==> config.mk <==
export PLATFORM = sky130hd
export DESIGN_NAME = data_store_buf_flat
export DESIGN_NICKNAME = d
export VERILOG_FILES = /design/src/rtl/data_store_buf_pkg.sv /design/src/rtl/data_store_buf_if.sv /design/src/rtl/data_store_buf_match.sv /design/src/rtl/data_store_buf.sv /design/src/flat_wrapper.sv
export SDC_FILE = /design/constraint.sdc
export NUM_CORES = 1
export LEC_CHECK = 0
export CAP_MARGIN = 25
export CELL_PAD_IN_SITES_DETAIL_PLACEMENT = 1
export CELL_PAD_IN_SITES_GLOBAL_PLACEMENT = 1
export CORE_ASPECT_RATIO = 1.2
export CORE_UTILIZATION = 45
export CTS_BUF_LIST = sky130_fd_sc_hd__clkbuf_4
export DETAILED_ROUTE_END_ITERATION = 10
export PLACE_DENSITY = 0.88
export SLEW_MARGIN = 20
export SYNTH_ARGS = -nofsm -noshare
export SYNTH_HDL_FRONTEND = slang
export SYNTH_SLANG_ARGS = --single-unit
export TNS_END_PERCENT = 50
==> constraint.sdc <==
create_clock -name clk -period 12.3 [get_ports clk]
set_input_delay 2.46 -clock clk [delete_from_list [all_inputs] [get_ports clk]]
set_output_delay 2.46 -clock clk [all_outputs]
set_load 0.05 [all_outputs]
==> src/rtl/data_store_buf_pkg.sv <==
// Shared constants for the core data-port store buffer.
package data_store_buf_pkg;

  localparam int unsigned STORE_BUF_DEPTH = 4;
  localparam int unsigned INST_ADDR_WIDTH = 32;
  localparam int unsigned REG_DATA_WIDTH  = 32;

endpackage

==> src/rtl/data_store_buf_if.sv <==
// Core data port plus memory read/write port of the store buffer.
// The slave side is the buffer; the master side is the core/memory environment.
interface data_store_buf_if
  import data_store_buf_pkg::*;
#(
  parameter int unsigned AW = INST_ADDR_WIDTH,
  parameter int unsigned DW = REG_DATA_WIDTH
);
  logic          data_ce_i;
  logic          data_we_i;
  logic [AW-1:0] data_addr_i;
  logic [DW-1:0] data_i;
  logic [DW-1:0] data_o;
  logic [AW-1:0] mem_raddr_o;
  logic [DW-1:0] mem_rdata_i;
  logic          mem_req_o;
  logic          mem_gnt_i;
  logic [AW-1:0] mem_waddr_o;
  logic [DW-1:0] mem_wdata_o;
  logic          full_o;
  logic          empty_o;
  logic          overflow_o;

  modport slave (
    input  data_ce_i, data_we_i, data_addr_i, data_i, mem_rdata_i, mem_gnt_i,
    output data_o, mem_raddr_o, mem_req_o, mem_waddr_o, mem_wdata_o,
           full_o, empty_o, overflow_o
  );

  modport master (
    output data_ce_i, data_we_i, data_addr_i, data_i, mem_rdata_i, mem_gnt_i,
    input  data_o, mem_raddr_o, mem_req_o, mem_waddr_o, mem_wdata_o,
           full_o, empty_o, overflow_o
  );
endinterface

==> src/rtl/data_store_buf_match.sv <==
// Combinational youngest-match search over the valid store-buffer entries.
module store_buf_match
  import data_store_buf_pkg::*;
#(
  parameter int unsigned DEPTH = STORE_BUF_DEPTH,
  parameter int unsigned AW    = INST_ADDR_WIDTH,
  parameter int unsigned DW    = REG_DATA_WIDTH
) (
  input  logic [AW-1:0]              addr_i,
  input  logic [AW-1:0]              entry_addr_i [DEPTH],
  input  logic [DW-1:0]              entry_data_i [DEPTH],
  input  logic [$clog2(DEPTH)-1:0]   head_i,
  input  logic [$clog2(DEPTH):0]     count_i,
  output logic                       hit_o,
  output logic [DW-1:0]              hit_data_o
);
  localparam int unsigned PW = $clog2(DEPTH);
  localparam int unsigned CW = PW + 1;

  logic [PW-1:0] idx;

  // Walk oldest to youngest; the last match written wins, i.e. the youngest.
  always_comb begin
    hit_o      = 1'b0;
    hit_data_o = '0;
    idx        = '0;
    for (int unsigned i = 0; i < DEPTH; i++) begin
      idx = head_i + PW'(i);
      if ((CW'(i) < count_i) && (entry_addr_i[idx] == addr_i)) begin
        hit_o      = 1'b1;
        hit_data_o = entry_data_i[idx];
      end
    end
  end
endmodule

==> src/rtl/data_store_buf.sv <==
// Store FIFO between the core data port and the arbitrated data-memory write port.
// Define STORE_BUF_FWD_EN to forward loads from the youngest matching buffered store.
module data_store_buf
  import data_store_buf_pkg::*;
#(
  parameter int unsigned DEPTH = STORE_BUF_DEPTH,
  parameter int unsigned AW    = INST_ADDR_WIDTH,
  parameter int unsigned DW    = REG_DATA_WIDTH
) (
  input  logic           clk,
  input  logic           rst,
  data_store_buf_if.slave bus
);
  localparam int unsigned PW = $clog2(DEPTH);
  localparam int unsigned CW = PW + 1;

  logic [PW-1:0] head_q, head_d;
  logic [PW-1:0] tail_q, tail_d;
  logic [CW-1:0] count_q, count_d;
  logic          overflow_q, overflow_d;
  logic [AW-1:0] addr_q [DEPTH];
  logic [DW-1:0] data_q [DEPTH];

  logic full_c, empty_c, store_c, push_c, pop_c;

  assign full_c  = (count_q == CW'(DEPTH));
  assign empty_c = (count_q == '0);
  assign store_c = bus.data_ce_i & bus.data_we_i;
  assign pop_c   = ~empty_c & bus.mem_gnt_i;
  assign push_c  = store_c & (~full_c | pop_c);

  always_comb begin
    head_d     = head_q;
    tail_d     = tail_q;
    count_d    = count_q;
    overflow_d = overflow_q;
    if (push_c) tail_d = tail_q + PW'(1);
    if (pop_c)  head_d = head_q + PW'(1);
    case ({push_c, pop_c})
      2'b10:   count_d = count_q + CW'(1);
      2'b01:   count_d = count_q - CW'(1);
      default: count_d = count_q;
    endcase
    if (store_c && !push_c) overflow_d = 1'b1;
  end

  always_ff @(posedge clk or posedge rst) begin
    if (rst) begin
      head_q     <= '0;
      tail_q     <= '0;
      count_q    <= '0;
      overflow_q <= 1'b0;
    end else begin
      head_q     <= head_d;
      tail_q     <= tail_d;
      count_q    <= count_d;
      overflow_q <= overflow_d;
    end
  end

  // Entry storage is cleared so the write-port payload reads zero after reset.
  always_ff @(posedge clk or posedge rst) begin
    if (rst) begin
      for (int unsigned i = 0; i < DEPTH; i++) begin
        addr_q[i] <= '0;
        data_q[i] <= '0;
      end
    end else if (push_c) begin
      addr_q[tail_q] <= bus.data_addr_i;
      data_q[tail_q] <= bus.data_i;
    end
  end

  assign bus.mem_req_o   = ~empty_c;
  assign bus.mem_waddr_o = addr_q[head_q];
  assign bus.mem_wdata_o = data_q[head_q];
  assign bus.full_o      = full_c;
  assign bus.empty_o     = empty_c;
  assign bus.overflow_o  = overflow_q;
  assign bus.mem_raddr_o = bus.data_addr_i;

`ifdef STORE_BUF_FWD_EN
  logic          hit_c;
  logic [DW-1:0] hit_data_c;

  store_buf_match #(
    .DEPTH (DEPTH),
    .AW    (AW),
    .DW    (DW)
  ) u_match (
    .addr_i       (bus.data_addr_i),
    .entry_addr_i (addr_q),
    .entry_data_i (data_q),
    .head_i       (head_q),
    .count_i      (count_q),
    .hit_o        (hit_c),
    .hit_data_o   (hit_data_c)
  );

  assign bus.data_o = (bus.data_ce_i & ~bus.data_we_i & hit_c) ? hit_data_c : bus.mem_rdata_i;
`else
  assign bus.data_o = bus.mem_rdata_i;
`endif
endmodule

==> src/flat_wrapper.sv <==
// flat-port wrapper written by rule: the top's interface ports become plain ports
module data_store_buf_flat import data_store_buf_pkg::*;
#(
  parameter int unsigned DEPTH = STORE_BUF_DEPTH,
  parameter int unsigned AW    = INST_ADDR_WIDTH,
  parameter int unsigned DW    = REG_DATA_WIDTH
)
  (clk, rst, bus_data_ce_i, bus_data_we_i, bus_data_addr_i, bus_data_i, bus_mem_rdata_i, bus_mem_gnt_i, bus_data_o, bus_mem_raddr_o, bus_mem_req_o, bus_mem_waddr_o, bus_mem_wdata_o, bus_full_o, bus_empty_o, bus_overflow_o);
  data_store_buf_if #(.AW(AW), .DW(DW)) bus_i ();
  input  logic clk;
  input  logic rst;
  input wire logic [$bits(bus_i.data_ce_i)-1:0] bus_data_ce_i;
  input wire logic [$bits(bus_i.data_we_i)-1:0] bus_data_we_i;
  input wire logic [$bits(bus_i.data_addr_i)-1:0] bus_data_addr_i;
  input wire logic [$bits(bus_i.data_i)-1:0] bus_data_i;
  input wire logic [$bits(bus_i.mem_rdata_i)-1:0] bus_mem_rdata_i;
  input wire logic [$bits(bus_i.mem_gnt_i)-1:0] bus_mem_gnt_i;
  output wire logic [$bits(bus_i.data_o)-1:0] bus_data_o;
  output wire logic [$bits(bus_i.mem_raddr_o)-1:0] bus_mem_raddr_o;
  output wire logic [$bits(bus_i.mem_req_o)-1:0] bus_mem_req_o;
  output wire logic [$bits(bus_i.mem_waddr_o)-1:0] bus_mem_waddr_o;
  output wire logic [$bits(bus_i.mem_wdata_o)-1:0] bus_mem_wdata_o;
  output wire logic [$bits(bus_i.full_o)-1:0] bus_full_o;
  output wire logic [$bits(bus_i.empty_o)-1:0] bus_empty_o;
  output wire logic [$bits(bus_i.overflow_o)-1:0] bus_overflow_o;
  assign bus_i.data_ce_i = bus_data_ce_i;
  assign bus_i.data_we_i = bus_data_we_i;
  assign bus_i.data_addr_i = bus_data_addr_i;
  assign bus_i.data_i = bus_data_i;
  assign bus_i.mem_rdata_i = bus_mem_rdata_i;
  assign bus_i.mem_gnt_i = bus_mem_gnt_i;
  assign bus_data_o = bus_i.data_o;
  assign bus_mem_raddr_o = bus_i.mem_raddr_o;
  assign bus_mem_req_o = bus_i.mem_req_o;
  assign bus_mem_waddr_o = bus_i.mem_waddr_o;
  assign bus_mem_wdata_o = bus_i.mem_wdata_o;
  assign bus_full_o = bus_i.full_o;
  assign bus_empty_o = bus_i.empty_o;
  assign bus_overflow_o = bus_i.overflow_o;
  data_store_buf #(.DEPTH(DEPTH), .AW(AW), .DW(DW)) u_core (.clk(clk), .rst(rst), .bus(bus_i));
endmodule
# [After elaboration in Yosys (flattened, before gate mapping)]
# Index checks and enable logic that the tools add are counted.
[totals] ff_bits=264 input_bits=101 out_inout_bits=132
[classes] magnitude_cmp=3 eq_ne=3 addsub=4 n_mux=11 n_bitwise=8 n_reduce_logical=5
[ops] operator="$bwmux 128" count=2
[ops] operator="$mux 32" count=5
[ops] operator="$bmux 32 s2" count=2
[ops] operator="$demux 32 s2" count=1
[ops] operator="$ge 3x3->1 const B" count=2
[ops] operator="$not 2->3" count=2
[ops] operator="$pmux 3 s2" count=1
[ops] operator="$add 2x1->2 const B" count=2
[ops] operator="$add 3x1->3 const B" count=1
[ops] operator="$and 1x1->1" count=3
[ops] operator="$eq 3x3->1 const B" count=1
[ops] operator="$logic_not 3->1" count=1
[ops] operator="$lt 3x1->1 const B" count=1
[ops] operator="$sub 3x1->3 const B" count=1
[ops] operator="$eq 2x1->1 const B" count=1
[ops] operator="$eq 2x2->1 const B" count=1
[ops] operator="$logic_and 1x1->1" count=2
[ops] operator="$not 1->1" count=2
[ops] operator="$reduce_bool 2->1" count=1
[ops] operator="$logic_not 1->1" count=1
[ops] operator="$or 1x1->1" count=1

# [Longest topological paths before layout]
# Gate-level depths: netlist of the first run.
[depth] word_depth=7 depth_mapped=9 ltp_nobuf=9

# [Worst setup path after synthesis of the first run]
# Ideal clock, no wire load.
[synth_timing] path_type="input -> output" from="input bus_mem_rdata_i[0]" to="output bus_data_o[0]" arrival_time_ns=2.630 cell_stages=1 setup_slack_ns=7.210 cell_sequence="buf_4"
[synth_rtl] item="start, declared" line="flat_wrapper.sv:16" rtl="input wire logic [$bits(bus_i.mem_rdata_i)-1:0] bus_mem_rdata_i;"
[synth_rtl] item="end, declared" line="flat_wrapper.sv:18" rtl="output wire logic [$bits(bus_i.data_o)-1:0] bus_data_o;"
# No word-level cell between the ends.

# [Final worst setup path of the first run]
[layout_timing] from="input bus_data_addr_i[28]" to="output bus_mem_raddr_o[28]"
[layout_rtl] item="start, declared" line="flat_wrapper.sv:14" rtl="input wire logic [$bits(bus_i.data_addr_i)-1:0] bus_data_addr_i;"
[layout_rtl] item="end, declared" line="flat_wrapper.sv:19" rtl="output wire logic [$bits(bus_i.mem_raddr_o)-1:0] bus_mem_raddr_o;"
# No word-level cell between the ends.

==> summary by stage, run 1 <==
Clocking
The post-CTS setup buffer count is 0. Clock latency on the worst-skew pair, taken at its later pin, is about 0.65 ns. The post-cts sizing count is 0. The root buffer cell is sky130_fd_sc_hd__clkbuf_4.

The clock tree from TritonCTS is done. The maximum number of buffers from clock root to sink is 3. The clock-pin slew on the worst setup and hold paths is 0.06 ns. The number of levels the H-tree was split into is 3. TritonCTS created ~70 clock buffers. The tree built by TritonCTS fans out to about 260 sinks.

The number of hold-repair buffers added at the cts stage is 0.

Timing
Counting I/O delays and the setup requirement, the final critical path takes around 6.4 ns. The final hold violation count is 0. The post-route clock period utilization is 0.517. The final count of pins violating max slew is 0. The worst-case headroom to the max-slew limit is 0.391.

The transition time at the pin with the least slew margin is about 0.91 ns. The clock arrives with around 0.034 ns of skew. The setup slack after layout is 5.94 ns. The setup violation total in the final timing report is 0. Setup repair after global routing left no endpoint under its margin. The achievable clock frequency is approximately 160 MHz. In the final timing run, aggregate negative setup slack is 0 ns.

Logic synthesis
The top cell type by total area after synthesis is sky130_fd_sc_hd__dfrtp_1. The register bit total from synthesis is around 260. In this run the cell area of the synthesized design comes to roughly 12000 sq um.

Counting distinct cell types in the post-synthesis netlist gives 22. A synthesized cell averages between 15 and 20 sq um. The area fraction of the dominant cell type after synthesis is 0.547. The Yosys step of the flow raised 0 warnings. For this run, the register share of the synthesized area comes to 0.547.

In the post-synthesis netlist, the biggest area contributors are sky130_fd_sc_hd__dfrtp_1 (55%), sky130_fd_sc_hd__mux2_2 (24%), sky130_fd_sc_hd__mux4_2 (12%). The net count after synthesis is ~830. The gate count of the mapped netlist is around 730.

Die
The number of rows in the core area is 65. The core area is 26400 sq um. In this run the count of I/O pins placed on the die edge is around 230.

The die extent in y is approximately 180 um. The starting utilization of the core area is 0.458. The horizontal extent of the die is between 150 and 200 um.

The area of the die is approximately 27000 sq um.

GRT
The global-route wire length before repair is 42.5 mm. The number of global-route vias before repair is about 7900. The pin count of the biggest net entering global routing is between 100 and 150. In the global route stage, overall resource usage came out at 0.201.

The total overflow left after global routing is 0. The initial antenna violation count is 3.

Drt
For this run, the detailed router's first-pass iteration total came to 4. The detail-routed net length per standard cell is just over 20 um. The count of nets left with antenna violations once routing finished came out at 0.

After detailed routing, the number of vias per cell comes to about 5.3. For this block, the routed nets add up to roughly 26 mm of wire. For this block, the initial DRC count from the detailed router was 140. The overall via count from detail_route is roughly 6700. The number of remaining DRC errors is 0.

Placement
The detailed placer's ending HPWL is between 15 and 20 mm. At the end of routability-driven placement, the weighted congestion stood at around 0.69. The number of I/O port buffers is roughly 170. The post-placement setup slack is 5.95 ns.

Critical path
Measured in cells, the most critical reg-to-reg path has a length of 9. At the worst endpoint, the required time is 9.84 ns. Data arrives at the worst endpoint at between 3 and 4 ns. The beginning of the worst register-to-register path is u_core.count_q[0]. The worst setup path is launched from an input pin. The worst register-to-register path ends at u_core.count_q[2]. The worst setup path is of the input pin to output port kind. Among the stages of the critical path, the cell type that occurs most often is sky130_fd_sc_hd__clkdlybuf4s50_1. The worst-case register-to-register setup slack is about 9.9 ns. The worst setup path is captured at an output port. Along the worst path, the maximum fanout reaches 5.

The number of buffers and inverters on the critical path is 2. The family with the most delay on the worst path is buffers and inverters. In this design, the stage delay of the slowest critical-path cell is 0.87 ns. The worst-path cell with the longest stage delay is sky130_fd_sc_hd__clkdlybuf4s50_1. The critical path goes through clkdlybuf4s50_1 -> clkdlybuf4s50_1.

Layout
Leaving out fill and tap cells, the most frequent cell in the layout is sky130_fd_sc_hd__dfrtp_1. The final layout contains roughly 980 nets. The share of final-layout standard cells stronger than drive strength 1 is 0.498. In the layout the commonest cells are sky130_fd_sc_hd__dfrtp_1 (262), sky130_fd_sc_hd__mux2_2 (257), sky130_fd_sc_hd__clkdlybuf4s50_1 (168).

The area growth from synthesis to layout is 19.0%.

Run status
The run finished with clean final reports.

Worst hold path
The sink of the worst hold path is u_core.bus.overflow_o. Along the worst hold path, the cell count comes to 1. The startpoint of the tightest hold check path is u_core.bus.overflow_o. In this run the worst hold path is classified as flop to flop.

Pwr
The power per cell area is between 300 and 400 nW/um^2. The static leakage is 6.00 nW. The worst vdd rail ir drop is roughly 0.17 mV.

Flow run
Across the run, the number of max-cap violations was 0.
==> stage by stage <==
stage / hold WS (ns) / power, mW / instance area (sq um) / std cells / util
6_report: 0.459 / 4.74 / 14400 / 1257 / 0.545
5_1_grt: 0.499 / 5.01 / 14400 / 1257 / 0.545
4_1_cts: 0.465 / 4.81 / 14300 / 1254 / 0.544
3_5_place_dp: 0.448 / 4.01 / 13400 / 1135 / 0.510
3_3_place_gp: 0.448 / 3.92 / 13400 / 1135 / 0.510
2_1_floorplan: 0.475 / 3.34 / 12100 / 726 / -
==> layer usage <==
| metal | vias to the layer above | global-route usage | share of wire |
|---|---|---|---|
| met3 | 50 | 0.0525 | 0.054 |
| met1 | 3540 | 0.253 | 0.41 |
| li1 | 2940 | - | - |
| met4 | 2 | 0.0646 | 0.019 |
| met5 | - | 0 | 0.00050 |
| met2 | 186 | 0.336 | 0.52 |
==> cell type report <==
type | count | area (sq um)
fillers | 2511 | 12000
flip-flops and latches | 264 | 6610
multi-input cells | 348 | 4600
repair buffers | 181 | 1800
clock buffers | 112 | 841
well taps | 335 | 419
clock inverters | 7 | 52.6
inverters | 8 | 37.5
diodes | 2 | 5.00
==> flip-flops by register name, indices dropped and copies added, names as in the netlist <==
signal and cells:
u_core.tail_q 2, u_core.data_q 128, u_core.count_q 3, u_core.bus.overflow_o 1, u_core.head_q 2, u_core.addr_q 128
==> how the worst max path moves through the flow <==
| stage | cells past startpoint | from | slack, ns | end |
|---|---|---|---|---|
| 3_3_place_gp | 2 | bus_data_addr_i[8] | 5.97 | bus_mem_raddr_o[8] |
| 6_report | 2 | bus_data_addr_i[28] | 5.94 | bus_mem_raddr_o[28] |
| 5_1_grt | 2 | bus_data_addr_i[31] | 5.91 | bus_mem_raddr_o[31] |
| 3_5_place_dp | 2 | bus_data_addr_i[31] | 5.95 | bus_mem_raddr_o[31] |
| 2_1_floorplan | 1 | rst | 2.57 | u_core.addr_q[0] |
| 4_1_cts | 2 | bus_data_addr_i[28] | 5.95 | bus_mem_raddr_o[28] |
==> kinds of logic after synthesis <==
logic type,after synthesis,share of synthesized area
fa+ha+maj,6,0.00684
mux,322,0.360
compound gates,2,0.00135
xor+xnor,6,0.00435
flops,264,0.547
simple gates,12,0.00705
buf+inv,114,0.0735
==> where the power goes <==
group,leakage (nW),internal (mW),switching [mW]
Clock,0.547,0.430,0.348
Combinational,2.28,1.09,1.27
Sequential,3.17,1.31,0.280
Total,6.00,2.83,1.90
==> synth_stat cells <==
master and instances:
sky130_fd_sc_hd__or3_1 1, sky130_fd_sc_hd__ha_1 5, sky130_fd_sc_hd__xor2_1 3, sky130_fd_sc_hd__mux4_2 64, sky130_fd_sc_hd__clkbuf_1 4, sky130_fd_sc_hd__buf_6 28, sky130_fd_sc_hd__nand2_1 2, sky130_fd_sc_hd__buf_2 7
sky130_fd_sc_hd__dfrtp_1 264, sky130_fd_sc_hd__xnor2_1 3, sky130_fd_sc_hd__mux2_2 257, sky130_fd_sc_hd__o31a_1 1, sky130_fd_sc_hd__and3_1 1, sky130_fd_sc_hd__inv_1 8, sky130_fd_sc_hd__fa_1 1, sky130_fd_sc_hd__buf_4 64
sky130_fd_sc_hd__buf_1 3, sky130_fd_sc_hd__nor4b_4 1, sky130_fd_sc_hd__nor3b_1 4, sky130_fd_sc_hd__a21o_1 1, sky130_fd_sc_hd__nor2_1 3, sky130_fd_sc_hd__mux2i_1 1
No activity file was read; power rests on OpenSTA's default activity.
==> run 2: changes to the inputs <==
--- a/config.mk
+++ b/config.mk
@@ -9,10 +9,10 @@
 export CELL_PAD_IN_SITES_DETAIL_PLACEMENT = 1
 export CELL_PAD_IN_SITES_GLOBAL_PLACEMENT = 1
 export CORE_ASPECT_RATIO = 1.2
-export CORE_UTILIZATION = 45
+export CORE_UTILIZATION = 41
 export CTS_BUF_LIST = sky130_fd_sc_hd__clkbuf_4
 export DETAILED_ROUTE_END_ITERATION = 10
-export PLACE_DENSITY = 0.88
+export PLACE_DENSITY = 0.84
 export SLEW_MARGIN = 20
 export SYNTH_ARGS = -nofsm -noshare
 export SYNTH_HDL_FRONTEND = slang
==> constraint.sdc (replaced) <==
create_clock -name clk -period 5.8 [get_ports clk]
set_input_delay 1.16 -clock clk [delete_from_list [all_inputs] [get_ports clk]]
set_output_delay 1.16 -clock clk [all_outputs]
set_load 0.05 [all_outputs]
==> run 2 against run 1 <==
Global-route usage fell by 2.1 points; critical path depth up 1; power up 110%; largest power group unchanged; clock skew up 0.0039 ns.
==> summary by stage, run 2 (synthesis gave the netlist of run 1 again) <==
Drt
The total length of routed wires is roughly 26 mm. For this run, design rule violations remaining after detail routing come to 0. The first detailed-routing pass ran for 4 iterations. Using the TritonRoute via totals, the vias-per-cell ratio works out to just over 5. The detailed router placed 6733 vias in this run. The violation count after the first detailed-routing iteration is around 210.

The count of nets left with antenna violations once routing finished came out at 0. After detailed routing, the average wire length per cell comes to approximately 20 um.

Timing
In the final timing run, aggregate negative setup slack is 0 ns. The post-route clock period utilization is 0.757. The final count of pins violating max slew is 0. The transition time at the pin with the least slew margin is about 1.0 ns. The final hold violation count is 0. Based on the critical path, the design can be clocked at up to 228 MHz. Setup repair after global routing left no endpoint under its margin. Counting I/O delays and the setup requirement, the final critical path takes about 4.4 ns. Setup violations remaining at the end of the flow were counted as 0.

The clock arrives with ~0.038 ns of skew. The worst pin sits at a relative slew slack of 0.303.

Layout
The final net count is between 900 and 1000. Once layout is complete, the utilization of the core stands at 0.500. Leaving out fill and tap cells, the most frequent cell in the layout is sky130_fd_sc_hd__dfrtp_1. After filler insertion, the fill cell instance count of the layout stands at 2808. In the final layout, the registers with the most flip-flops are u_core.addr_q x128, u_core.data_q x128, u_core.count_q x3. The final cell count without fillers is between 1000 and 1500. The area growth from synthesis to layout is 19.4%.

Of the cells placed in the final design, the portion with a size suffix greater than 1 is 0.491. In the layout the commonest cells are sky130_fd_sc_hd__dfrtp_1 (262), sky130_fd_sc_hd__mux2_2 (257), sky130_fd_sc_hd__clkdlybuf4s50_1 (168).

Clocking
The number of hold-repair buffers added at the cts stage is 0. TritonCTS built the clock tree. In this run, post-CTS repair resized a total of 0 instances. The clock sink total is ~260.

The clock-pin slew on the worst setup and hold paths is ~0.070 ns. The number of buffers added by the clock tree synthesis step is 74. Once the clock tree was built, the setup fixing pass inserted 0 buffers. Counting along the longest clock path gives a buffer depth of 3. The latest clock arrival within the worst-skew pair is approximately 0.66 ns. CTS built an H-tree with a depth of 3. CTS placed an instance of sky130_fd_sc_hd__clkbuf_4 at the clock tree root.

GRT
For this run, the total global-route usage over all layers was measured as 0.180. Entering global routing, the biggest net connects between 100 and 150 pins. The first global-routing pass estimated 41.6 mm of wire. The initial antenna violation count came to 1. The total congestion overflow is 0.

The number of global-route vias before repair is roughly 7700.

Critical path
The worst setup path is captured at an output port. The maximum cell stage delay along the critical path is 0.84 ns. Along the worst path, the maximum fanout reaches 37.

The required time of the critical path is roughly 4.6 ns. The worst register-to-register path begins at u_core.count_q[0]. Among cell families on the critical path, the largest total delay comes from buffers and inverters. The critical setup path kind is flop to output port. The start point of the critical path is u_core.head_q[0].

The largest individual stage delay along the critical path comes from the cell sky130_fd_sc_hd__dfrtp_4. The critical path goes through buf_12 -> mux4_2 -> clkdlybuf4s50_1. The critical path contains buffers and inverters numbering 2 combined.

The data arrival at the endpoint of the critical path is between 3 and 4 ns. STA classifies the critical path startpoint as a flop.

Placement
The total instance count after detailed placement is around 1200. The HPWL after detailed placement is 15.9 mm. Routability-driven placement finished with a final weighted congestion of between 0.7 and 0.8.

The number of I/O port buffers is about 170.

Worst hold path
The class of the worst hold path is flop to flop. The startpoint of the tightest hold check path is u_core.bus.overflow_o.

Die
The area of the die is approximately 30000 sq um. The core region is between 20000 and 30000 sq um. The boundary pin count is ~230. The horizontal extent of the die is between 150 and 200 um. The initial utilization of the core area, before any placement, comes to 0.419.

After floorplanning, the core was divided into 68 placement rows. The die extent in y is between 150 and 200 um.

Pwr
The total power of the final layout is between 9 and 10 mW. For this design the ratio of total power to cell area is roughly 700 nW/um^2. The worst-case IR drop observed on VDD is 0.397 mV. In this run the static leakage power is 5.98 nW.

Run status
The run finished with clean final reports.

Flow run
The reported max-cap violation count is 0.
-- run 2: cell types whose count changed in the layout (fill, tap and decap cells not counted), sizes merged --
cell	change
clkinvlp	+1
inv	-2
clkinv	+10
diode	-1
buf	-2
clkbuf	-2
bufinv	-1
-- run 2: power by group --
part | switching [mW] | total, mW | internal (mW) | leakage, nW
clock network | 0.750 | 1.61 | 0.860 | 0.540
registers | 0.645 | 3.42 | 2.78 | 3.17
logic | 2.62 | 4.95 | 2.33 | 2.27
-- run 2: worst register-to-register path, stage by stage (launching register included) --
cell and delay (ns):
sky130_fd_sc_hd__dfrtp_1 0.46, sky130_fd_sc_hd__nor4b_4 0.48, sky130_fd_sc_hd__nor2_1 0.17, sky130_fd_sc_hd__inv_1 0.09, sky130_fd_sc_hd__ha_1 0.18, sky130_fd_sc_hd__inv_1 0.07
sky130_fd_sc_hd__fa_1 0.43, sky130_fd_sc_hd__xor2_1 0.15, sky130_fd_sc_hd__nor2_1 0.11, sky130_fd_sc_hd__xor2_1 0.14
-- run 2: layout make-up --
cell class                 count  area (sq um)  area share
sequential                   264          6610       0.459
inverter                       8          33.8     0.00234
clock inverter                15          58.8     0.00408
timing repair buffer         179          1800       0.125
clock buffer                 110           826      0.0573
tap                          385           482      0.0334
multi-input combinational    348          4600       0.319
antenna                        1          2.50    0.000174
-- run 2: stage by stage --
stage | setup WS [ns] | hold slack (ns) | area, sq um
global placement | 1.99 | 0.444 | 13500
CTS | 1.26 | 0.465 | 14400
floorplan | 1.16 | 0.475 | 12100
detailed placement | 2.00 | 0.448 | 13500
finish | 1.41 | 0.461 | 14400
global route | 1.18 | 0.488 | 14400
-- run 2: per-layer routing --
metal	GRT usage	up-vias	share of wire
li1	-	2930	-
met1	0.213	3588	0.41
met2	0.305	175	0.52
met5	0	-	0
met3	0.0558	40	0.061
met4	0.0636	0	0.016
-- run 2: path summary, 6_finish.rpt --
check	end	slack (ns)	depth (start not counted)
max	bus_mem_wdata_o[13]	1.41	3
min	u_core.bus.overflow_o	0.46	1
max reg2reg	u_core.count_q[2]	3.45	9
min reg2reg	u_core.bus.overflow_o	0.46	1
max in group asynchronous	u_core.addr_q[96]	3.91	3
min in group asynchronous	u_core.addr_q[120]	0.84	2
==> run 3: changes to the inputs <==
==> constraint.sdc (replaced) <==
create_clock -name clk -period 3.81 [get_ports clk]
set_input_delay 0.762 -clock clk [delete_from_list [all_inputs] [get_ports clk]]
set_output_delay 0.762 -clock clk [all_outputs]
set_load 0.05 [all_outputs]
==> run 3 against run 2 <==
Setup slack got worse by 1.1 ns; routed wire length rose by 2.0%; sequential cell count did not move; sequential power rose by 48%; via count rose by 0.21%; critical path depth did not move; cell area rose by 1.4%; critical endpoint is now bus_mem_wdata_o[27]; combinational power rose by 58%; worst hold slack improved by 0.028 ns; count of clock-buffer cells in the layout did not move; critical path type unchanged; core utilization rose by 0.70 points; clock power rose by 55%.
==> summary by stage, run 3 (synthesis gave the netlist of run 1 again) <==
Drt
After detailed routing, the number of remaining DRC violations is 0. The total length of routed wires is about 26 mm. The detail-routed net length per standard cell is 19.8 um.

In this run the remaining antenna-violating nets after routing total 0. The detailed router finished its first iteration with ~180 violations. The first TritonRoute pass finished after 4 iterations. The overall via count from detail_route is slightly below 7000. The per-cell via count in the routed design is 5.13.

Clocking
For this design, the CTS-stage hold fixing added 0 buffers. The number of buffers added by the clock tree synthesis step is 71. The maximum number of buffers from clock root to sink is 3. The clock tree from TritonCTS is done. The clock sink total is roughly 260. The number of levels the H-tree was split into is 3. Clock-pin slew was measured on the worst setup and hold paths at 0.06 ns.

The latest clock arrival within the worst-skew pair is approximately 0.66 ns. The tree is rooted in a sky130_fd_sc_hd__clkbuf_4.

Timing
Setup violations remaining at the end of the flow were counted as 0. The total negative slack for setup checks is 0 ns. On the final layout, the worst clock skew is 0.0406 ns. The post-route clock period utilization is 0.914. At the pin with the least slew margin, the transition time is 0.589 ns. The final hold violation count is 0. Static timing analysis puts the maximum clock frequency at approximately 290 MHz.

The worst pin sits at a relative slew slack of 0.606. The worst path meets setup with 0.328 ns of slack. Setup repair after global routing left no endpoint under its margin. The minimum clock period after layout is roughly 3.5 ns. The final count of pins violating max slew was 0. The worst hold margin is between 0.4 and 0.5 ns.

Die
The number of rows in the core area is 68. The boundary pin count is ~230. The core area is slightly below 30000 sq um.

The die covers between 30000 and 40000 sq um. The starting utilization of the core area is 0.419. The die extent in y is between 150 and 200 um. The horizontal extent of the die is ~160 um.

Placement
The post-placement setup slack is about 0.59 ns. The number of I/O port buffers is between 150 and 200. The area of placed instances is ~14000 sq um. The detailed placer's ending HPWL is approximately 16 mm. The weighted congestion reported at the end of routability-driven placement is around 0.72. The total instance count after detailed placement is 1191.

Pwr
The switching share of power is 0.401. Summed over all cells, the static leakage comes to around 6.3 nW. The internal power consumption is ~9.2 mW. The design draws ~15 mW. Of the total power, registers draw 0.328. Of the total power, the clock network draws 0.163. Summed over all nets, the switching power comes to slightly above 6 mW. The relative contribution of combinational cells to total power is 0.509. The worst vdd rail ir drop is roughly 0.85 mV. The power per cell area is approximately 1100 nW/um^2.

GRT
The number of global-route vias before repair is approximately 8000. The initial antenna violation count was 1. The pin count of the biggest net entering global routing is 75. The global-route wire length before repair is 42.2 mm. The total track usage is 0.183.

For this run the aggregate overflow at the end of global routing stands at 0.

Layout
The fraction of the core area covered by cells at the end of the flow is 0.507. The finished layout holds roughly 1300 standard cells, fillers aside. The share of final-layout standard cells stronger than drive strength 1 is 0.500. The final layout contains 990 nets. Leaving out fill and tap cells, the most frequent cells in the layout are sky130_fd_sc_hd__dfrtp_1 (262), sky130_fd_sc_hd__mux2_2 (257), sky130_fd_sc_hd__clkdlybuf4s50_1 (148).

The library cell used most frequently in the layout, excluding fill and tap cells, is sky130_fd_sc_hd__dfrtp_1. From synthesis to final layout, the design area changed by 21.1%. The largest registers in the layout are u_core.addr_q x128, u_core.data_q x128, u_core.count_q x3. The finished layout cell area is 14600 sq um.

Worst hold path
The min-delay analysis places its worst path in the category flop to flop.

Run status
The run finished with clean final reports.

Flow run
Max-cap violations in this run came to 0.

Critical path
Data on the critical path is required at its endpoint by 3.05 ns. The data arrival at the endpoint of the critical path is ~2.7 ns. The maximum net fanout on the critical path is 25. The startpoint class of the critical path is a flop. The critical setup path kind is flop to output port. The worst setup path is captured at an output port.
## run 3: cell count changes in the layout (fill, tap and decap cells not counted)
cell                              delta
sky130_fd_sc_hd__buf_4               +5
sky130_fd_sc_hd__clkdlybuf4s50_1    -20
sky130_fd_sc_hd__dlygate4sd2_1       +1
sky130_fd_sc_hd__clkinv_2            -2
sky130_fd_sc_hd__clkinv_1            -6
sky130_fd_sc_hd__buf_12              +6
sky130_fd_sc_hd__dlymetal6s2s_1     +19
sky130_fd_sc_hd__bufinv_16           +1
## run 3: what timing repair did
| item | in CTS | in global routing |
|---|---|---|
| resized for setup | 1 | 19 |
| hold endpoints to repair | 0 | 0 |
| endpoints found under the setup margin | 1 | 48 |
| buffers inserted | 0 | 4 |
## run 3: power by group through the flow
| stage | sequential (mW) | combinational (mW) | clock, mW |
|---|---|---|---|
| final | 5.05 | 7.82 | 2.50 |
| after detailed placement | 5.14 | 7.88 | 0 |
| after CTS | 5.10 | 7.89 | 2.62 |
| after floorplan | 4.74 | 6.05 | 0 |
| after global placement | 5.03 | 7.72 | 0 |
| after global routing | 5.22 | 8.23 | 2.74 |
## run 3: worst paths after layout
| check | to | startpoint | depth (start not counted) | slack, ns |
|---|---|---|---|---|
| max | bus_mem_wdata_o[27] | u_core.head_q[1] | 3 | 0.33 |
| min | u_core.bus.overflow_o | u_core.bus.overflow_o | 1 | 0.49 |
| max reg2reg | u_core.count_q[2] | u_core.count_q[0] | 9 | 1.40 |
| min reg2reg | u_core.bus.overflow_o | u_core.bus.overflow_o | 1 | 0.49 |
| max in group asynchronous | u_core.addr_q[37] | rst | 4 | 2.31 |
| min in group asynchronous | u_core.addr_q[121] | rst | 2 | 0.53 |
## run 3: worst max-delay path: stages (launching register included)
cell and delay (ns):
sky130_fd_sc_hd__dfrtp_4 0.70, sky130_fd_sc_hd__buf_12 0.28, sky130_fd_sc_hd__mux4_2 0.34, sky130_fd_sc_hd__clkdlybuf4s50_1 0.72
## run 3: area by class of cell
type / instances / area (sq um)
clock inverters: 8 / 56.3
repair buffers: 190 / 2010
inverters: 8 / 33.8
diodes: 1 / 2.50
fillers: 2785 / 14200
flip-flops and latches: 264 / 6610
well taps: 385 / 482
clock buffers: 110 / 826
multi-input cells: 348 / 4600
## run 3: routing by layer
layer / part of all wire / vias up / GRT usage
li1: - / 2937 / -
met1: 0.40 / 3588 / 0.212
met2: 0.53 / 174 / 0.319
met3: 0.056 / 48 / 0.0517
met4: 0.020 / 0 / 0.0677
met5: 0 / - / 0
